### config.mk
export PLATFORM = sky130hd
export DESIGN_NAME = sd_spi_responder
export DESIGN_NICKNAME = d
export VERILOG_FILES = /design/src/rtl/sd_spi_responder.sv
export SDC_FILE = /design/constraint.sdc
export NUM_CORES = 2
export LEC_CHECK = 0
export CAP_MARGIN = 5
export CORE_AREA = 2 2 613 615
export CTS_CLUSTER_DIAMETER = 100
export DETAILED_ROUTE_END_ITERATION = 16
export DIE_AREA = 0 0 615 617
export MAX_ROUTING_LAYER = met4
export SYNTH_ARGS = -nofsm -noshare
export SYNTH_HDL_FRONTEND = slang
export SYNTH_SLANG_ARGS = --single-unit
export TNS_END_PERCENT = 100
### constraint.sdc
create_clock -name clk -period 3.31 [get_ports clk]
set_input_delay 0.331 -clock clk [delete_from_list [all_inputs] [get_ports clk]]
set_output_delay 0.331 -clock clk [all_outputs]
set_load 0.01 [all_outputs]
### src/rtl/sd_spi_responder.sv
// SPI-mode SD-card responder: decodes command frames from the divmmc SPI master and
// serves single-block reads from a 512-byte buffer filled by the host side.
module sd_spi_responder #(
  parameter int SDHC       = 1,
  parameter int INIT_POLLS = 2
) (
  input  logic        clk,
  input  logic        nRESET,
  input  logic        sd_cs,
  input  logic        sd_sck,
  input  logic        sd_sdi,
  output logic        sd_sdo,
  output logic [31:0] io_lba,
  output logic        io_rd,
  input  logic        io_ack,
  input  logic [7:0]  io_din,
  input  logic        io_din_strobe,
  output logic        busy
);

  typedef enum logic [2:0] {
    S_IDLE, S_CMD, S_RESP, S_RDREQ, S_RDWAIT, S_TOKEN, S_DATA, S_CRC
  } state_t;

  localparam logic [31:0] OCR        = (SDHC != 0) ? 32'hC0FF_8000 : 32'h80FF_8000;
  localparam logic [7:0]  POLL_LIMIT = 8'(INIT_POLLS);

  state_t      state_q, state_d;
  logic [1:0]  cs_sync_q, sck_sync_q, sdi_sync_q;
  logic        sck_prev_q, ack_prev_q;
  logic [2:0]  bit_cnt_q, bit_cnt_d;
  logic [6:0]  rx_q, rx_d;
  logic [6:0]  tx_q, tx_d;
  logic        sdo_q, sdo_d;
  logic [5:0]  cmd_idx_q, cmd_idx_d;
  logic [31:0] arg_q, arg_d;
  logic [2:0]  byte_cnt_q, byte_cnt_d;
  logic [39:0] resp_q, resp_d;
  logic [2:0]  resp_cnt_q, resp_cnt_d;
  logic        is_read_q, is_read_d;
  logic        idle_flag_q, idle_flag_d;
  logic        app_flag_q, app_flag_d;
  logic [7:0]  polls_q, polls_d;
  logic        io_rd_q, io_rd_d;
  logic [31:0] io_lba_q, io_lba_d;
  logic        busy_q, busy_d;
  logic        rd_active_q, rd_active_d;
  logic [8:0]  wptr_q, wptr_d;
  logic [8:0]  rptr_q, rptr_d;
  logic [1:0]  crc_cnt_q, crc_cnt_d;

  logic [7:0]  buf_mem [512];

  logic        cs_n, sck_rise, sck_fall, byte_done;
  logic [7:0]  rx_byte, next_tx, polls_inc;
  logic        illegal, new_idle;
  logic [2:0]  len;
  logic [31:0] tail, lba;

  assign cs_n      = cs_sync_q[1];
  assign sck_rise  = !cs_n && sck_sync_q[1] && !sck_prev_q;
  assign sck_fall  = !cs_n && !sck_sync_q[1] && sck_prev_q;
  assign byte_done = sck_rise && (bit_cnt_q == 3'd7);
  assign rx_byte   = {rx_q, sdi_sync_q[1]};
  assign lba       = (SDHC != 0) ? arg_q : {9'd0, arg_q[31:9]};

  // NOTE: every variable below gets a default first, so no path leaves one unassigned and no latch is inferred.
  always_comb begin
    state_d     = state_q;
    bit_cnt_d   = bit_cnt_q;
    rx_d        = rx_q;
    tx_d        = tx_q;
    sdo_d       = sdo_q;
    cmd_idx_d   = cmd_idx_q;
    arg_d       = arg_q;
    byte_cnt_d  = byte_cnt_q;
    resp_d      = resp_q;
    resp_cnt_d  = resp_cnt_q;
    is_read_d   = is_read_q;
    idle_flag_d = idle_flag_q;
    app_flag_d  = app_flag_q;
    polls_d     = polls_q;
    io_lba_d    = io_lba_q;
    busy_d      = busy_q;
    rd_active_d = rd_active_q;
    rptr_d      = rptr_q;
    crc_cnt_d   = crc_cnt_q;
    next_tx     = 8'hFF;
    polls_inc   = polls_q;
    illegal     = 1'b0;
    new_idle    = idle_flag_q;
    len         = 3'd1;
    tail        = 32'd0;

    // A pending request is released only by the host, even across an abort.
    io_rd_d = io_rd_q && !io_ack;
    wptr_d  = (io_din_strobe && rd_active_q) ? wptr_q + 9'd1 : wptr_q;

    if (cs_n) begin
      bit_cnt_d   = 3'd0;
      sdo_d       = 1'b1;
      tx_d        = 7'h7F;
      state_d     = S_IDLE;
      busy_d      = 1'b0;
      rd_active_d = 1'b0;
    end else begin
      if (sck_rise) begin
        rx_d      = rx_byte[6:0];
        bit_cnt_d = bit_cnt_q + 3'd1;
      end
      // The fall right after a byte boundary must not shift: the new MSB is already on sd_sdo.
      if (sck_fall && bit_cnt_q != 3'd0) begin
        sdo_d = tx_q[6];
        tx_d  = {tx_q[5:0], 1'b1};
      end

      if (byte_done) begin
        case (state_q)
          S_IDLE: begin
            if (rx_byte[7:6] == 2'b01) begin
              cmd_idx_d  = rx_byte[5:0];
              byte_cnt_d = 3'd0;
              state_d    = S_CMD;
            end
          end
          S_CMD: begin
            if (byte_cnt_q != 3'd4) begin
              arg_d      = {arg_q[23:0], rx_byte};
              byte_cnt_d = byte_cnt_q + 3'd1;
            end else begin
              app_flag_d = 1'b0;
              is_read_d  = 1'b0;
              case (cmd_idx_q)
                6'd0: begin
                  new_idle = 1'b1;
                  polls_d  = 8'd0;
                end
                6'd8: begin
                  len  = 3'd5;
                  tail = {20'd0, arg_q[11:0]};
                end
                6'd16: ;
                6'd17: begin
                  if (!idle_flag_q) begin
                    is_read_d = 1'b1;
                    busy_d    = 1'b1;
                  end else begin
                    illegal = 1'b1;
                  end
                end
                6'd41: begin
                  if (app_flag_q) begin
                    polls_inc = (polls_q == 8'hFF) ? polls_q : polls_q + 8'd1;
                    polls_d   = polls_inc;
                    if (polls_inc > POLL_LIMIT) new_idle = 1'b0;
                  end else begin
                    illegal = 1'b1;
                  end
                end
                6'd55: app_flag_d = 1'b1;
                6'd58: begin
                  len  = 3'd5;
                  tail = OCR;
                end
                default: illegal = 1'b1;
              endcase
              idle_flag_d = new_idle;
              resp_d      = {5'd0, illegal, 1'b0, new_idle, tail};
              resp_cnt_d  = len;
              state_d     = S_RESP;
            end
          end
          S_RESP: begin
            if (resp_cnt_q != 3'd0) begin
              next_tx    = resp_q[39:32];
              resp_d     = {resp_q[31:0], 8'h00};
              resp_cnt_d = resp_cnt_q - 3'd1;
            end else if (is_read_q) begin
              state_d     = S_RDREQ;
              io_rd_d     = 1'b1;
              io_lba_d    = lba;
              wptr_d      = 9'd0;
              rd_active_d = 1'b1;
            end else begin
              state_d = S_IDLE;
            end
          end
          S_TOKEN: begin
            next_tx = 8'hFE;
            rptr_d  = 9'd0;
            state_d = S_DATA;
          end
          S_DATA: begin
            next_tx = buf_mem[rptr_q];
            rptr_d  = rptr_q + 9'd1;
            if (rptr_q == 9'd511) begin
              crc_cnt_d = 2'd0;
              state_d   = S_CRC;
            end
          end
          S_CRC: begin
            crc_cnt_d = crc_cnt_q + 2'd1;
            if (crc_cnt_q == 2'd2) begin
              busy_d  = 1'b0;
              state_d = S_IDLE;
            end
          end
          default: ;
        endcase
        tx_d  = next_tx[6:0];
        sdo_d = next_tx[7];
      end

      // Host handshake progresses on clk, independent of SPI byte boundaries.
      case (state_q)
        S_RDREQ:  if (io_ack) state_d = S_RDWAIT;
        S_RDWAIT: begin
          if (ack_prev_q && !io_ack) begin
            state_d     = S_TOKEN;
            rd_active_d = 1'b0;
          end
        end
        default: ;
      endcase
    end
  end

  // NOTE: sequential state uses non-blocking assignments only, so all flops update together.
  always_ff @(posedge clk or negedge nRESET) begin
    if (!nRESET) begin
      state_q     <= S_IDLE;
      cs_sync_q   <= 2'b11;
      sck_sync_q  <= 2'b00;
      sdi_sync_q  <= 2'b11;
      sck_prev_q  <= 1'b0;
      ack_prev_q  <= 1'b0;
      bit_cnt_q   <= 3'd0;
      rx_q        <= 7'd0;
      tx_q        <= 7'h7F;
      sdo_q       <= 1'b1;
      cmd_idx_q   <= 6'd0;
      arg_q       <= 32'd0;
      byte_cnt_q  <= 3'd0;
      resp_q      <= 40'd0;
      resp_cnt_q  <= 3'd0;
      is_read_q   <= 1'b0;
      idle_flag_q <= 1'b1;
      app_flag_q  <= 1'b0;
      polls_q     <= 8'd0;
      io_rd_q     <= 1'b0;
      io_lba_q    <= 32'd0;
      busy_q      <= 1'b0;
      rd_active_q <= 1'b0;
      wptr_q      <= 9'd0;
      rptr_q      <= 9'd0;
      crc_cnt_q   <= 2'd0;
    end else begin
      state_q     <= state_d;
      cs_sync_q   <= {cs_sync_q[0], sd_cs};
      sck_sync_q  <= {sck_sync_q[0], sd_sck};
      sdi_sync_q  <= {sdi_sync_q[0], sd_sdi};
      sck_prev_q  <= sck_sync_q[1];
      ack_prev_q  <= io_ack;
      bit_cnt_q   <= bit_cnt_d;
      rx_q        <= rx_d;
      tx_q        <= tx_d;
      sdo_q       <= sdo_d;
      cmd_idx_q   <= cmd_idx_d;
      arg_q       <= arg_d;
      byte_cnt_q  <= byte_cnt_d;
      resp_q      <= resp_d;
      resp_cnt_q  <= resp_cnt_d;
      is_read_q   <= is_read_d;
      idle_flag_q <= idle_flag_d;
      app_flag_q  <= app_flag_d;
      polls_q     <= polls_d;
      io_rd_q     <= io_rd_d;
      io_lba_q    <= io_lba_d;
      busy_q      <= busy_d;
      rd_active_q <= rd_active_d;
      wptr_q      <= wptr_d;
      rptr_q      <= rptr_d;
      crc_cnt_q   <= crc_cnt_d;
    end
  end

  // NOTE: the sector buffer has no reset; it is always rewritten before it is read.
  always_ff @(posedge clk) begin
    if (io_din_strobe && rd_active_q) buf_mem[wptr_q] <= io_din;
  end

  assign sd_sdo = sdo_q;
  assign io_rd  = io_rd_q;
  assign io_lba = io_lba_q;
  assign busy   = busy_q;

endmodule
Word-level counts from Yosys, hierarchy flattened
Memories as Yosys holds them, arrays and structs flattened.
Cells that the tools add are included.
{"block": "word_totals", "register_bits": 179, "mem_bits_rw": 4096, "memories": 1, "output_inout_bits": 35, "wordCells": 181}
{"name": "buf_mem", "depth": 512, "word_bits": 8, "rd": 1, "rd_clocked_by_memory_dff": 0, "wr": 1, "line_no": "52", "text": "logic [7:0] buf_mem [512];"}
{"block": "op_classes", "n_lt_le_gt_ge": 1, "n_eq_ne": 29, "n_reduce_logical": 39, "addsub": 7, "muxes": 75, "bitwise_logic": 3}
{"cell": "$mux 40", "count": 2}
{"cell": "$pmux 40 s2", "count": 1}
{"cell": "$pmux 32 s2", "count": 1}
{"cell": "$mux 9", "count": 6}
{"cell": "$mux 3", "count": 16}
{"cell": "$mux 1", "count": 30}
{"cell": "$mux 8", "count": 3}
{"cell": "$pmux 8 s3", "count": 1}
{"cell": "$mux 7", "count": 3}
{"cell": "$add 9x1->9 const B", "count": 2}
{"cell": "$eq 6x6->1 const B", "count": 3}
{"cell": "$pmux 3 s2", "count": 3}
{"cell": "$pmux 3 s6", "count": 1}
{"cell": "$pmux 9 s2", "count": 1}
{"cell": "$pmux 8 s2", "count": 1}
{"cell": "$reduce_and 4->1", "count": 4}
{"cell": "$eq 3x3->1 const B", "count": 5}
{"cell": "$reduce_and 5->1", "count": 3}
{"cell": "$reduce_bool 2->1", "count": 7}
{"cell": "$eq 6x5->1 const B", "count": 2}
{"cell": "$ne 2x2->1 const B", "count": 6}
{"cell": "$ne 3x3->1 const B", "count": 4}
{"cell": "$reduce_and 6->1", "count": 2}
{"cell": "$reduce_bool 3->1", "count": 4}
{"cell": "other kinds (26)", "count": 43}

Longest topological paths before layout
{"block": "depth", "ltp_word": 8, "mapped_depth": 15, "depth_no_buf": 10}

Least setup slack after synthesis
OpenSTA, ideal clock, no wires.
{"block": "synth_timing", "kind": "flip-flop to flip-flop", "start": "register rptr_q[3]", "end": "register state_q[0]", "path_slack_ps": 494, "n_path_buf": 4, "stages_incl_launch_ff": 14, "arrival_ps": 2729, "setup_time_ps": 86, "synth_period_minus_slack_ps": 2816, "required_ps": 3224, "path_cell_list": "dfrtp_1 > buf_2 > buf_1 > clkbuf_1 > buf_1 > nand3_1 > nor3_1 > ha_1 > a21oi_1 > o21ai_0 > o22ai_1 > a22oi_1 > nor2_1 > nor3_1"}
{"block": "synth_via", "elab_chain_len": 7, "word_cells_on_any_way": 8, "cone_classes": "eq/ne: 1; mux: 7"}
{"item": "start: declaration", "line_no": "49", "text": "logic [8:0] rptr_q, rptr_d;"}
{"item": "start signal: assignment", "line_no": "282", "text": "rptr_q <= rptr_d;"}
{"item": "$eq 9x9->1 (*)", "line_no": "196", "text": "if (rptr_q == 9'd511) begin"}
{"item": "$mux 3 (*)", "line_no": "196"}
{"item": "$pmux 3 s6 (*)", "line_no": "118", "text": "case (state_q)"}
{"item": "$mux 3 (*)", "line_no": "117", "text": "if (byte_done) begin"}
{"item": "$mux 3, on equally long branches", "line_no": "218, 216"}
{"item": "$pmux 3 s2 (*)", "line_no": "215", "text": "case (state_q)"}
{"item": "$mux 3 (*)", "line_no": "99", "text": "if (cs_n) begin"}
{"item": "named net state_d[0]", "line_no": "28", "text": "state_t state_q, state_d;"}
{"item": "end signal: assignment", "line_no": "258", "text": "state_q <= state_d;"}
{"item": "end: declaration", "line_no": "28"}
The timed path passes the listed nets; every way through them passes the cells marked *.
A chain may end at the register's enable or synchronous reset.

Worst setup path after layout
{"block": "layout_timing", "start": "register rptr_q[0]", "end": "register tx_q[5]"}
{"block": "layout_via", "elab_chain_len": 4}
{"item": "$mem_v2 512x8"}
{"item": "$pmux 8 s3", "line_no": "118"}
{"item": "$mux 7", "line_no": "117"}
{"item": "$mux 7", "line_no": "99"}
{"item": "end signal: assignment", "line_no": "266", "text": "tx_q <= tx_d;"}
{"item": "end: declaration", "line_no": "33", "text": "logic [6:0] tx_q, tx_d;"}
No other way between the ends.

==> run metrics <==
outcome=finished, violations left; violated checks=negative setup slack; Hold Crit Class=input port to flip-flop; CTS H-tree depth=5; I/O pin cnt=50; minimum clock period=roughly 3.4 ns; Cell Pwr Density=550 nW/um^2; core area=between 300000 and 400000 um^2; maximum clock frequency=around 290 MHz; Critical Path Start Type=flip-flop; Die W=615 um; critical path class=flip-flop to flip-flop; RSZ-0062 raised after global routing=yes; Placed Instances=13500; Final setup viols=8; Port Buffer Count=49; sequential cell area fraction in the yosys report=roughly three quarters; Mean Syn Cell Area=around 22 um^2; CTS clk-pin slew, worst paths=~0.06 ns; Final ANT Viol Nets=0; layout cells sized above 1=34.5%; WP data arrival=4.30 ns; Hold Vio Cnt, Final=0; Crit Path Max Fanout=11; final WL=455000 um; CTS Root Buffer Type=clkbuf_16; Via Count=around 85000; Hold Slack=approximately 0.34 ns; total gr overflow=0; vias in the first global route=roughly 86000; number of remaining DRC errors=0; Non-Filler Instances=14400; top cells by area, synth=edfxtp_1 74%, mux4_2 16%, dfrtp_1 2.5%; Worst Clk Skew=0.0577 ns; largest net degree at the start of global routing=115; TritonCTS buffer count=432; Synthesized Nets=7775; CP Data Required Time=4.21 ns; number of enable flip-flop cells after synthesis=4096; number of synthesized register bits=4275; TNS Setup=-0.538 ns; RD Place Congestion=approximately 0.87; Critical Path Sink Type=flip-flop; Syn Inst Count=7745; MaxCap Viol Count=0; post-synth top area cell=edfxtp_1; Ys Warns=0; total power=109 mW; Main synth FF type=edfxtp_1; num rows=225; DR pass1 iterations=6; CTS tree=yes; Die Ht=617 um; clock sink count=around 4300; Slew @ Worst Pin=1.18 ns; Routed WL per cell=~32 um; fin nets=between 9000 and 10000; Initial Util=44.7%; ys async rst share=4.19%; Max Slew Vio Count=0; Final period util=103%; GR Util All Layers=24.4%; die footprint=~380000 um^2; Unique masters post-synth=78; Post-Place Worst Slack=-0.801 ns; first-pass GRT wire length=646000 um; clk_lat worst skew=roughly 0.98 ns; area of the mapped netlist=approximately 170000 um^2; Max clock buf depth=4; initial antenna violation count=18; top-area cell type share of the netlist area=73.7%; drt initial violations=11100; Final WS setup=-0.0933 ns; dpl hpwl=291000 um; Slew Limit Headroom=21.2%; static leakage=63.2 nW; routed vias/inst=5.93; area grow syn2layout=18.8%; peak supply drop=0.497 mV
power by group:
group          leakage (nW)  internal [mW]  switching [mW]  total (mW)
Clock                  6.76           27.6            20.7        48.3
Sequential             39.2           59.3          0.0604        59.4
Combinational          17.3          0.253            1.07        1.32
Total                  63.2           87.2            21.8         109
synthesized netlist by cell type, types with 11 or more instances:
cell / n
a211oi_1: 25
a21oi_1: 89
a31oi_1: 13
and2_1: 28
and3_1: 11
buf_1: 29
buf_12: 11
buf_2: 87
buf_4: 53
buf_6: 55
buf_8: 18
clkbuf_1: 202
dfrtp_1: 166
dfstp_2: 13
edfxtp_1: 4096
ha_1: 15
inv_1: 20
mux2_2: 62
mux2i_1: 162
mux4_2: 1166
nand2_1: 303
nand3_1: 71
nand4_1: 13
nor2_1: 617
nor2b_1: 23
nor3_1: 40
nor4_1: 11
o21ai_0: 69
o221ai_1: 52
o22ai_1: 46
o31ai_1: 15
or3_1: 11
flip-flops by register name, summed over array words and instances (netlist names), 2 cells and up:
name and cells:
resp_q 40, bit_cnt_q 3, cmd_idx_q 6, sdi_sync_q 2, cs_sync_q 2, tx_q 7
buf_mem 4096, resp_cnt_q 3, io_lba 32, polls_q 8, sck_sync_q 2, crc_cnt_q 2
byte_cnt_q 3, rptr_q 9, arg_q 32, wptr_q 9, rx_q 7, state_q 3
stage by stage:
step	utilization, %	cell area, um^2
after CTS	52.9	197000
after global placement	48.7	182000
after detailed placement	48.7	182000
final	53.1	198000
after floorplan	-	167000
after global routing	53.1	198000
critical path: stages, from the launching register on:
cell      delay, ns
dfrtp_4        0.47
buf_8          0.16
buf_16         0.20
buf_16         0.18
buf_4          0.13
mux4_2         0.51
mux4_2         0.52
mux4_2         0.63
nand2b_4       0.21
a21oi_4        0.17
o41ai_1        0.10
layout make-up:
class | count | area [um^2]
Multi-Input combinational cell | 2987 | 37400
Tap cell | 4994 | 6250
Sequential cell | 4275 | 128000
Timing Repair Buffer | 1329 | 13100
Inverter | 22 | 103
Clock inverter | 257 | 2570
Antenna cell | 11 | 27.5
Fill cell | 28500 | 175000
Clock buffer | 538 | 11400
cells in the final DEF (no fill, tap or decap), types with 11 or more instances in the layout:
master,netlist,layout
diode_2,0,11
clkbuf_1,202,95
buf_4,53,1036
nor3_1,40,31
a211oi_1,25,14
buf_8,18,15
o221ai_1,52,46
nand3_1,71,67
inv_1,20,19
clkinv_2,1,71
nand4_1,13,13
dlygate4sd3_1,0,15
ha_1,15,14
buf_6,55,22
nand2_4,0,17
dfrtp_1,166,160
mux4_2,1166,1166
a31oi_1,13,12
buf_12,11,160
dfstp_2,13,13
clkbuf_16,0,441
a21oi_1,89,85
clkinvlp_4,0,19
clkinv_1,1,93
nor2b_1,23,23
nor2_1,617,612
bufinv_16,0,42
o22ai_1,46,40
mux2_2,62,58
nand2_1,303,284
clkdlybuf4s50_1,0,40
edfxtp_1,4096,4096
o21ai_0,69,64
and2_1,28,28
buf_16,0,28
mux2i_1,162,161
timing repair:
action,CTS,global route
pin swaps,25,21
hold buffers,16,0
resized for setup,143,68
hold endpoints to repair,607,0
cloned,12,5
setup endpoints to repair,9,9
buffers inserted,39,52
final timing paths:
kind	from	end	slack (ns)	depth (start not counted)
min reg2reg	sck_sync_q[0]	sck_sync_q[1]	0.36	0
min in group asynchronous	nRESET	idle_flag_q	0.64	3
max reg2reg	rptr_q[0]	tx_q[5]	-0.09	10
max	rptr_q[0]	tx_q[5]	-0.09	10
max in group asynchronous	nRESET	rptr_q[3]	2.24	4
min	sd_sdi	sdi_sync_q[0]	0.34	2
kinds of logic (layout without fill, tap and decap cells):
group / count (synthesis) / count (layout) / synth area share, %
buffers and inverters: 483 / 2146 / 1.76
AO/OA/AOI/OAI: 399 / 399 / 1.60
AND/OR/NAND/NOR: 1166 / 1166 / 2.94
XOR/XNOR: 15 / 15 / 0.0787
multiplexers: 1392 / 1392 / 17.1
adder cells (fa/ha/maj): 15 / 15 / 0.112
other: 0 / 11 / 0
flip-flops: 4275 / 4275 / 76.4
layer usage:
metal  GRT usage, %  up-vias  part of all wire, %  wire, um
met2           38.5     3848                   48    220000
met5              -        -                    0         0
met1           33.3    46000                   40    182000
li1               -    34900                    -         -
met4           7.78        0                  3.6     16300
met3           3.38      737                  7.9     36000
Power figures use the tool's default switching activity.
